File: src/rtl/sext_addr_sequencer.sv
// LC-3 offset sign-extension / address-add sequencer: one instruction at a time, IR+PC in, EA out.
// Optional SEXT_SEQ_STATS_EN adds op_count and timeout_count result counters.
module sext_addr_sequencer #(
    parameter int RF_TIMEOUT = 15
) (
    input  logic        Clk,
    input  logic        Reset,
    input  logic        in_valid,
    output logic        in_ready,
    input  logic [15:0] ir,
    input  logic [15:0] pc,
    output logic        rf_req,
    output logic [2:0]  rf_sr,
    input  logic        rf_ack,
    input  logic [15:0] rf_data,
    output logic        ea_valid,
    input  logic        ea_ready,
    output logic [15:0] ea,
    output logic [1:0]  ea_kind
`ifdef SEXT_SEQ_STATS_EN
    ,
    output logic [15:0] op_count,
    output logic [7:0]  timeout_count
`endif
);

    typedef enum logic [2:0] {S_IDLE, S_DECODE, S_RDREG, S_ADD, S_HOLD} state_t;

    localparam logic [1:0] K_OPERAND = 2'd0;
    localparam logic [1:0] K_ADDRESS = 2'd1;
    localparam logic [1:0] K_NONE    = 2'd2;
    localparam logic [1:0] K_TIMEOUT = 2'd3;

    state_t      r_state;
    state_t      w_next;
    logic [15:0] r_ir;
    logic [15:0] r_pc;
    logic [15:0] r_base;
    logic [15:0] r_off;
    logic [1:0]  r_kind;
    logic [7:0]  r_cnt;
    logic [15:0] r_ea;
    logic [1:0]  r_ea_kind;

    logic [3:0]  w_op;
    logic [1:0]  w_dec_kind;
    logic [15:0] w_dec_off;
    logic [15:0] w_dec_base;
    state_t      w_dec_next;
    logic        w_cnt_last;

    assign w_op       = r_ir[15:12];
    assign w_cnt_last = (r_cnt == 8'(RF_TIMEOUT - 1));

    // Operand and TRAP values ride through ADD with a zero base.
    always_comb begin
        w_dec_kind = K_ADDRESS;
        w_dec_off  = 16'h0000;
        w_dec_base = 16'h0000;
        w_dec_next = S_HOLD;
        case (w_op)
            4'b0001, 4'b0101: begin
                if (r_ir[5]) begin
                    w_dec_kind = K_OPERAND;
                    w_dec_off  = {{11{r_ir[4]}}, r_ir[4:0]};
                    w_dec_next = S_ADD;
                end else begin
                    w_dec_kind = K_NONE;
                end
            end
            4'b0000, 4'b0010, 4'b0011, 4'b1010, 4'b1011, 4'b1110: begin
                w_dec_off  = {{7{r_ir[8]}}, r_ir[8:0]};
                w_dec_base = r_pc;
                w_dec_next = S_ADD;
            end
            4'b0100: begin
                if (r_ir[11]) begin
                    w_dec_off  = {{5{r_ir[10]}}, r_ir[10:0]};
                    w_dec_base = r_pc;
                    w_dec_next = S_ADD;
                end else begin
                    w_dec_next = S_RDREG;
                end
            end
            4'b0110, 4'b0111: begin
                w_dec_off  = {{10{r_ir[5]}}, r_ir[5:0]};
                w_dec_next = S_RDREG;
            end
            4'b1100: w_dec_next = S_RDREG;
            4'b1111: begin
                w_dec_off  = {8'h00, r_ir[7:0]};
                w_dec_next = S_ADD;
            end
            default: w_dec_kind = K_NONE;
        endcase
    end

    always_comb begin
        w_next = r_state;
        case (r_state)
            S_IDLE:   if (in_valid) w_next = S_DECODE;
            S_DECODE: w_next = w_dec_next;
            S_RDREG: begin
                if (rf_ack)          w_next = S_ADD;
                else if (w_cnt_last) w_next = S_HOLD;
            end
            S_ADD:    w_next = S_HOLD;
            S_HOLD:   if (ea_ready) w_next = S_IDLE;
            default:  w_next = S_IDLE;
        endcase
    end

    always_ff @(posedge Clk) begin
        if (!Reset) r_state <= S_IDLE;
        else        r_state <= w_next;
    end

    always_ff @(posedge Clk) begin
        if (!Reset) begin
            r_ir      <= 16'h0000;
            r_pc      <= 16'h0000;
            r_base    <= 16'h0000;
            r_off     <= 16'h0000;
            r_kind    <= K_OPERAND;
            r_cnt     <= 8'h00;
            r_ea      <= 16'h0000;
            r_ea_kind <= K_OPERAND;
        end else begin
            case (r_state)
                S_IDLE: begin
                    if (in_valid) begin
                        r_ir <= ir;
                        r_pc <= pc;
                    end
                end
                S_DECODE: begin
                    r_kind <= w_dec_kind;
                    r_off  <= w_dec_off;
                    r_base <= w_dec_base;
                    r_cnt  <= 8'h00;
                    if (w_dec_next == S_HOLD) begin
                        r_ea      <= 16'h0000;
                        r_ea_kind <= w_dec_kind;
                    end
                end
                S_RDREG: begin
                    // An ack on the final allowed cycle beats the timeout.
                    if (rf_ack) begin
                        r_base <= rf_data;
                    end else if (w_cnt_last) begin
                        r_ea      <= 16'h0000;
                        r_ea_kind <= K_TIMEOUT;
                    end else begin
                        r_cnt <= r_cnt + 8'h01;
                    end
                end
                S_ADD: begin
                    r_ea      <= r_base + r_off;
                    r_ea_kind <= r_kind;
                end
                default: ;
            endcase
        end
    end

`ifdef SEXT_SEQ_STATS_EN
    logic [15:0] r_op_count;
    logic [7:0]  r_timeout_count;

    always_ff @(posedge Clk) begin
        if (!Reset) begin
            r_op_count      <= 16'h0000;
            r_timeout_count <= 8'h00;
        end else if (r_state == S_HOLD && ea_ready) begin
            if (r_op_count != 16'hFFFF) r_op_count <= r_op_count + 16'h0001;
            if (r_ea_kind == K_TIMEOUT && r_timeout_count != 8'hFF)
                r_timeout_count <= r_timeout_count + 8'h01;
        end
    end

    assign op_count      = r_op_count;
    assign timeout_count = r_timeout_count;
`endif

    assign in_ready = Reset && (r_state == S_IDLE);
    assign rf_req   = (r_state == S_RDREG);
    assign rf_sr    = r_ir[8:6];
    assign ea_valid = (r_state == S_HOLD);
    assign ea       = r_ea;
    assign ea_kind  = r_ea_kind;

endmodule

File: config.mk
export PLATFORM = sky130hd
export DESIGN_NAME = sext_addr_sequencer
export DESIGN_NICKNAME = d
export VERILOG_FILES = /design/src/rtl/sext_addr_sequencer.sv
export SDC_FILE = /design/constraint.sdc
export NUM_CORES = 1
export LEC_CHECK = 0
export ABC_AREA = 0
export BUFFER_PORTS_ARGS = -buffer_cell sky130_fd_sc_hd__buf_2
export CORE_MARGIN = 1.5
export CORE_UTILIZATION = 43
export DETAILED_ROUTE_END_ITERATION = 12
export SYNTH_ARGS = -nofsm -noshare
export SYNTH_HDL_FRONTEND = slang
export SYNTH_SLANG_ARGS = --single-unit
export TNS_END_PERCENT = 1
File: constraint.sdc
create_clock -name Clk -period 3.7 [get_ports Clk]
set_clock_uncertainty 0.05 [all_clocks]
set_input_delay 0.37 -clock Clk [delete_from_list [all_inputs] [get_ports Clk]]
set_output_delay 0.37 -clock Clk [all_outputs]
set_load 0.02 [all_outputs]
* After elaboration in Yosys (flattened, before gate mapping)
Cells that the tools add are included.
** Storage, ports and cells
- Register bits after elaboration :: 95
- Output and inout bits :: 24
- Bits of input ports :: 53
** Cells by class
- Muxes and demuxes :: 28
- Reduce and logical (&&, ||, !) cells :: 16
- $add $sub $neg :: 2
- Equality and inequality tests :: 26
** Operator list (count)
- 2-to-1 mux 16 bit :: 7
- one-hot mux 16 bit (5 select lines) :: 1
- one-hot mux 16 bit (2 select lines) :: 2
- one-hot mux 16 bit (3 select lines) :: 1
- == test 4 bit, second input constant :: 5
- adder 16 bit :: 1
- == test 4 x 3 -> 1 bit, second input constant :: 4
- 2-to-1 mux 8 bit :: 2
- one-hot mux 8 bit (2 select lines) :: 1
- 2-to-1 mux 3 bit :: 5
- one-hot mux 3 bit (5 select lines) :: 1
- one-hot mux 3 bit (4 select lines) :: 1
- OR reduction 11 bit :: 1
- adder 8 x 1 -> 8 bit, second input constant :: 1
- == test 4 x 2 -> 1 bit, second input constant :: 2
- == test 8 x 4 -> 1 bit, second input constant :: 1
- 2-to-1 mux 2 bit :: 4
- inequality test 2 bit, second input constant :: 4
- OR reduction 7 bit :: 1
- == test 3 x 2 -> 1 bit, second input constant :: 2
- == test 3 bit, second input constant :: 2
- inequality test 2 x 1 -> 1 bit, second input constant :: 3
- one-hot mux 2 bit (3 select lines) :: 1
- AND reduction 3 bit :: 2
- 15 further kinds :: 17

* Logic depth before layout (Yosys ltp)
- Depth in word-level cells :: 6
- Depth in mapped cells :: 8

* Least setup slack after synthesis
No wires, ideal clock.
- Path kind :: register to register
- Start :: reg r_base[0]
- End :: reg r_ea[10] (netlist: ea[10])
- Cell stages (with the launch flop) :: 9
- Arrival time :: 2049 ps
- Path slack :: 1472 ps
- Library setup time :: 129 ps
- Path through :: dfxtp_1 -> ha_1 -> fa_1 -> a21o_1 -> a22o_1 -> o41ai_2 -> mux2i_1 -> xnor2_1 -> o21ai_0
** Between the ends
- Cells in the longest elaborated chain, start to end :: 2
** RTL lines
- start: declaration :: line 38 : logic [15:0] r_base;
- start signal: assignment :: line 139 : r_base <= w_dec_base;
- start signal: assignment :: line 149 : r_base <= rf_data;
- adder 16 bit :: line 158 : r_ea <= r_base + r_off;
- one-hot mux 16 bit (3 select lines) :: line 129 : case (r_state)
- end signal: assignment :: line 158
- end: declaration :: line 42 : logic [15:0] r_ea;
Every way passes these cells.
A chain may end at the register's enable or synchronous reset.

* Worst setup path in the final report
Same ends and word-level chain as after synthesis.

==> implementation parameters <==
Parameter                              Value

Run status
  Status ... finished clean

Floorplan
  Placeable core region ... 9730 µm²
  Die W ... 103 µm
  Chip height ... ~100 µm
  Count of pins on the block boundary ... 77
  Number of core rows ... 36
  Effective utilization at floorplan ... between 40% and 50%
  Die area ... 10,600 µm²

Timing
  Setup TNS after final layout ... 0 ns
  Final period demand of the worst path ... between 2 and 2.5 ns
  Worst path setup slack after routing ... 1.27 ns
  Endpoints failing hold ... 0
  Transition at the pin with the smallest max-transition slack ... roughly 1.1 ns
  Top achievable clock speed ... about 410 MHz
  Max transition margin ... 23.3%
  Count of endpoints failing setup in the final report ... 0
  Setup repair after global routing missed its margin ... no
  Count of pins over their slew limit ... 0
  Final cycle utilization of the critical path ... 65.8%

Drt
  Drt wl/cell ... 13.9 µm
  Number of antenna-violating nets in the routed design ... 0
  Wirelength, routed ... 10.0 mm
  Number of iterations in the first detailed-routing pass ... 4
  Number of remaining DRC errors ... 0
  Drt first-iter violations ... 134
  Vias per Instance ... approximately 5.2
  Via count ... 3,796

Setup path
  Sort of element at the end of the critical path ... register
  Worst stage delay on the critical path ... ~0.41 ns
  Startpoint-to-endpoint class of the critical path ... register to register
  CP max stage cell ... sky130_fd_sc_hd__fa_1
  Kind of cell adding the most delay to the critical path ... compound AO/OA/AOI/OAI gates
  Data required time at the worst endpoint ... 3.89 ns
  Crit-path cells ... ha_1 -> fa_1 -> a21o_1 -> a22o_1 -> o41ai_2 -> mux2i_1 -> xnor2_1 -> o21ai_0
  Worst path arrival time ... 2.62 ns
  Critical path buffer and inverter count ... 0
  Maximum fanout along the worst path ... 3
  Type of origin of the critical path ... register

Cells and area
  Layout Nets ... 657
  Register area ... roughly 1800 µm²
  Leading cell type in the layout, fill and taps excluded ... sky130_fd_sc_hd__nand2_1
  Area delta synth->final ... 14.4%
  Commonest cells after routing, fill and taps aside ... sky130_fd_sc_hd__nand2_1 (92), sky130_fd_sc_hd__dfxtp_1 (90), sky130_fd_sc_hd__buf_2 (76)
  Fill cell instance count of the final layout ... 991
  Area of the multi-input gates ... 2340 µm²
  Layout cell share with drive strength beyond 1 ... ~18%
  # diodes ... 0

Clock network
  Number of gates resized after CTS ... 0
  Clock slew at reported path FFs ... 0.10 ns
  Clock net sink count ... 90
  CTS tree ... built
  Maximum level of the CTS H-tree ... 3
  Source-to-sink clock delay at the later pin of the worst-skew pair ... approximately 0.35 ns
  Clock tree root driver cell ... sky130_fd_sc_hd__clkbuf_8
  Post-CTS setup buffers ... 0
  Clock buffer count from CTS ... 9
  Longest Clk Path Bufs ... 2
  Hold buffers post-CTS ... 0

Synthesis
  Synth async-reset ratio ... 0%
  Post-synth net total ... 599
  Warning count from the yosys run ... 0
  Mean instance size in the synthesized netlist ... 8.17 µm²
  Count of distinct cell types in the synthesized netlist ... 55
  Most used flip-flop cell after synthesis ... sky130_fd_sc_hd__dfxtp_1
  Cell Area, Synth ... between 4000 and 5000 µm²
  Post-synthesis instance total ... ~530
  Sequential share of the synthesized area ... a little over two fifths
  Number of flops mapped to enable cells by yosys ... 0
  #FFs+latches synth ... 90

Placement
  Final HPWL from detailed placement ... 7.48 mm
  Routability congestion estimate ... approximately 0.83
  Pre-CTS setup slack ... 1.30 ns
  Total of buffers placed on input and output ports ... 76

Global route
  Global-route wire length before repair ... 16.4 mm
  Total GRT Usage ... 19.8%
  Maximum number of pins on one net before global-route repair ... between 40 and 50
  Antenna violations before repair ... 0
  Overflow left after global routing ... 0
  Via count of the first global-routing pass ... about 3.3k

Flow run
  Number of violations of the max-capacitance limit ... 0

Pwr
  Leak Pwr ... 2.10 nW
  Peak supply drop ... 0.198 mV
  Cell Pwr Density ... 556 nW/µm²

Min path
  Hold Crit Class ... input pin to register
## state kept, by name (all words and copies together), names as in the netlist
register / flops
r_base: 16
r_kind: 2
r_ir: 16
r_state: 3
r_cnt: 8
ea: 16
r_pc: 16
r_off: 11
ea_kind: 2
## power breakdown
| part | switching [mW] | internal (mW) |
|---|---|---|
| Combinational | 0.525 | 0.295 |
| Clock | 0.375 | 0.319 |
| Sequential | 0.118 | 1.11 |
## metrics by stage
step / cells / hold slack (ns) / cell area, µm² / power, mW / util, %
global placement: 708 / 0.384 / 4730 / 2.05 / 48.6
floorplan: 528 / 0.370 / 4310 / 1.87 / -
global route: 724 / 0.176 / 4930 / 2.92 / 50.7
detailed placement: 708 / 0.388 / 4730 / 2.06 / 48.6
finish: 724 / 0.193 / 4930 / 2.74 / 50.7
CTS: 724 / 0.176 / 4930 / 2.76 / 50.7
## tightest hold or removal path, stage by stage
cell	delay, ns
sky130_fd_sc_hd__buf_2	0.09
sky130_fd_sc_hd__nand2_1	0.05
sky130_fd_sc_hd__a21oi_1	0.05
## synth_stat cells, types with 8 or more instances
| library cell | number | area [µm²] |
|---|---|---|
| sky130_fd_sc_hd__nand2b_1 | 8 | 50.1 |
| sky130_fd_sc_hd__xor2_1 | 10 | 87.6 |
| sky130_fd_sc_hd__nand3_1 | 8 | 40.0 |
| sky130_fd_sc_hd__nor3_1 | 8 | 40.0 |
| sky130_fd_sc_hd__nand2_1 | 92 | 345 |
| sky130_fd_sc_hd__nor2_1 | 37 | 139 |
| sky130_fd_sc_hd__clkbuf_1 | 23 | 86.3 |
| sky130_fd_sc_hd__dfxtp_1 | 90 | 1800 |
| sky130_fd_sc_hd__ha_1 | 17 | 213 |
| sky130_fd_sc_hd__a21o_1 | 10 | 75.1 |
| sky130_fd_sc_hd__a21oi_1 | 73 | 365 |
| sky130_fd_sc_hd__a22oi_1 | 24 | 180 |
| sky130_fd_sc_hd__o21ai_0 | 35 | 175 |
## cell families after synthesis
family | synth area share (%)
XOR/XNOR | 3.25
multiplexers | 0.464
flip-flops | 41.8
AND/OR/NAND/NOR | 18.8
AO/OA/AOI/OAI | 26.4
adder cells (fa/ha/maj) | 5.40
buffers and inverters | 3.83
## metal layers
metal / routed length [µm] / part of all wire [%] / vias to the layer above / global-route usage [%]
met4: 67 / 0.67 / 0 / 4.89
met3: 380 / 3.8 / 4 / 5.02
met1: 5280 / 53 / 1729 / 29.0
met2: 4320 / 43 / 77 / 28.8
met5: 0 / 0 / - / 0
li1: - / - / 1986 / -
## worst paths after layout
path	from	end	slack [ns]	depth (start not counted)
max	r_base[0]	ea[10]	1.27	8
min	pc[1]	r_pc[1]	0.19	3
max reg2reg	r_base[0]	ea[10]	1.27	8
min reg2reg	ea[13]	ea[13]	0.41	2
## final cells by class
type | instances | area share, %
timing repair buffer | 77 | 7.87
multi-input combinational | 400 | 47.6
tap | 133 | 3.37
clock inverter | 7 | 1.55
clock buffer | 9 | 2.51
sequential | 90 | 36.5
inverter | 8 | 0.609
No activity file was read; power rests on OpenSTA's default activity.
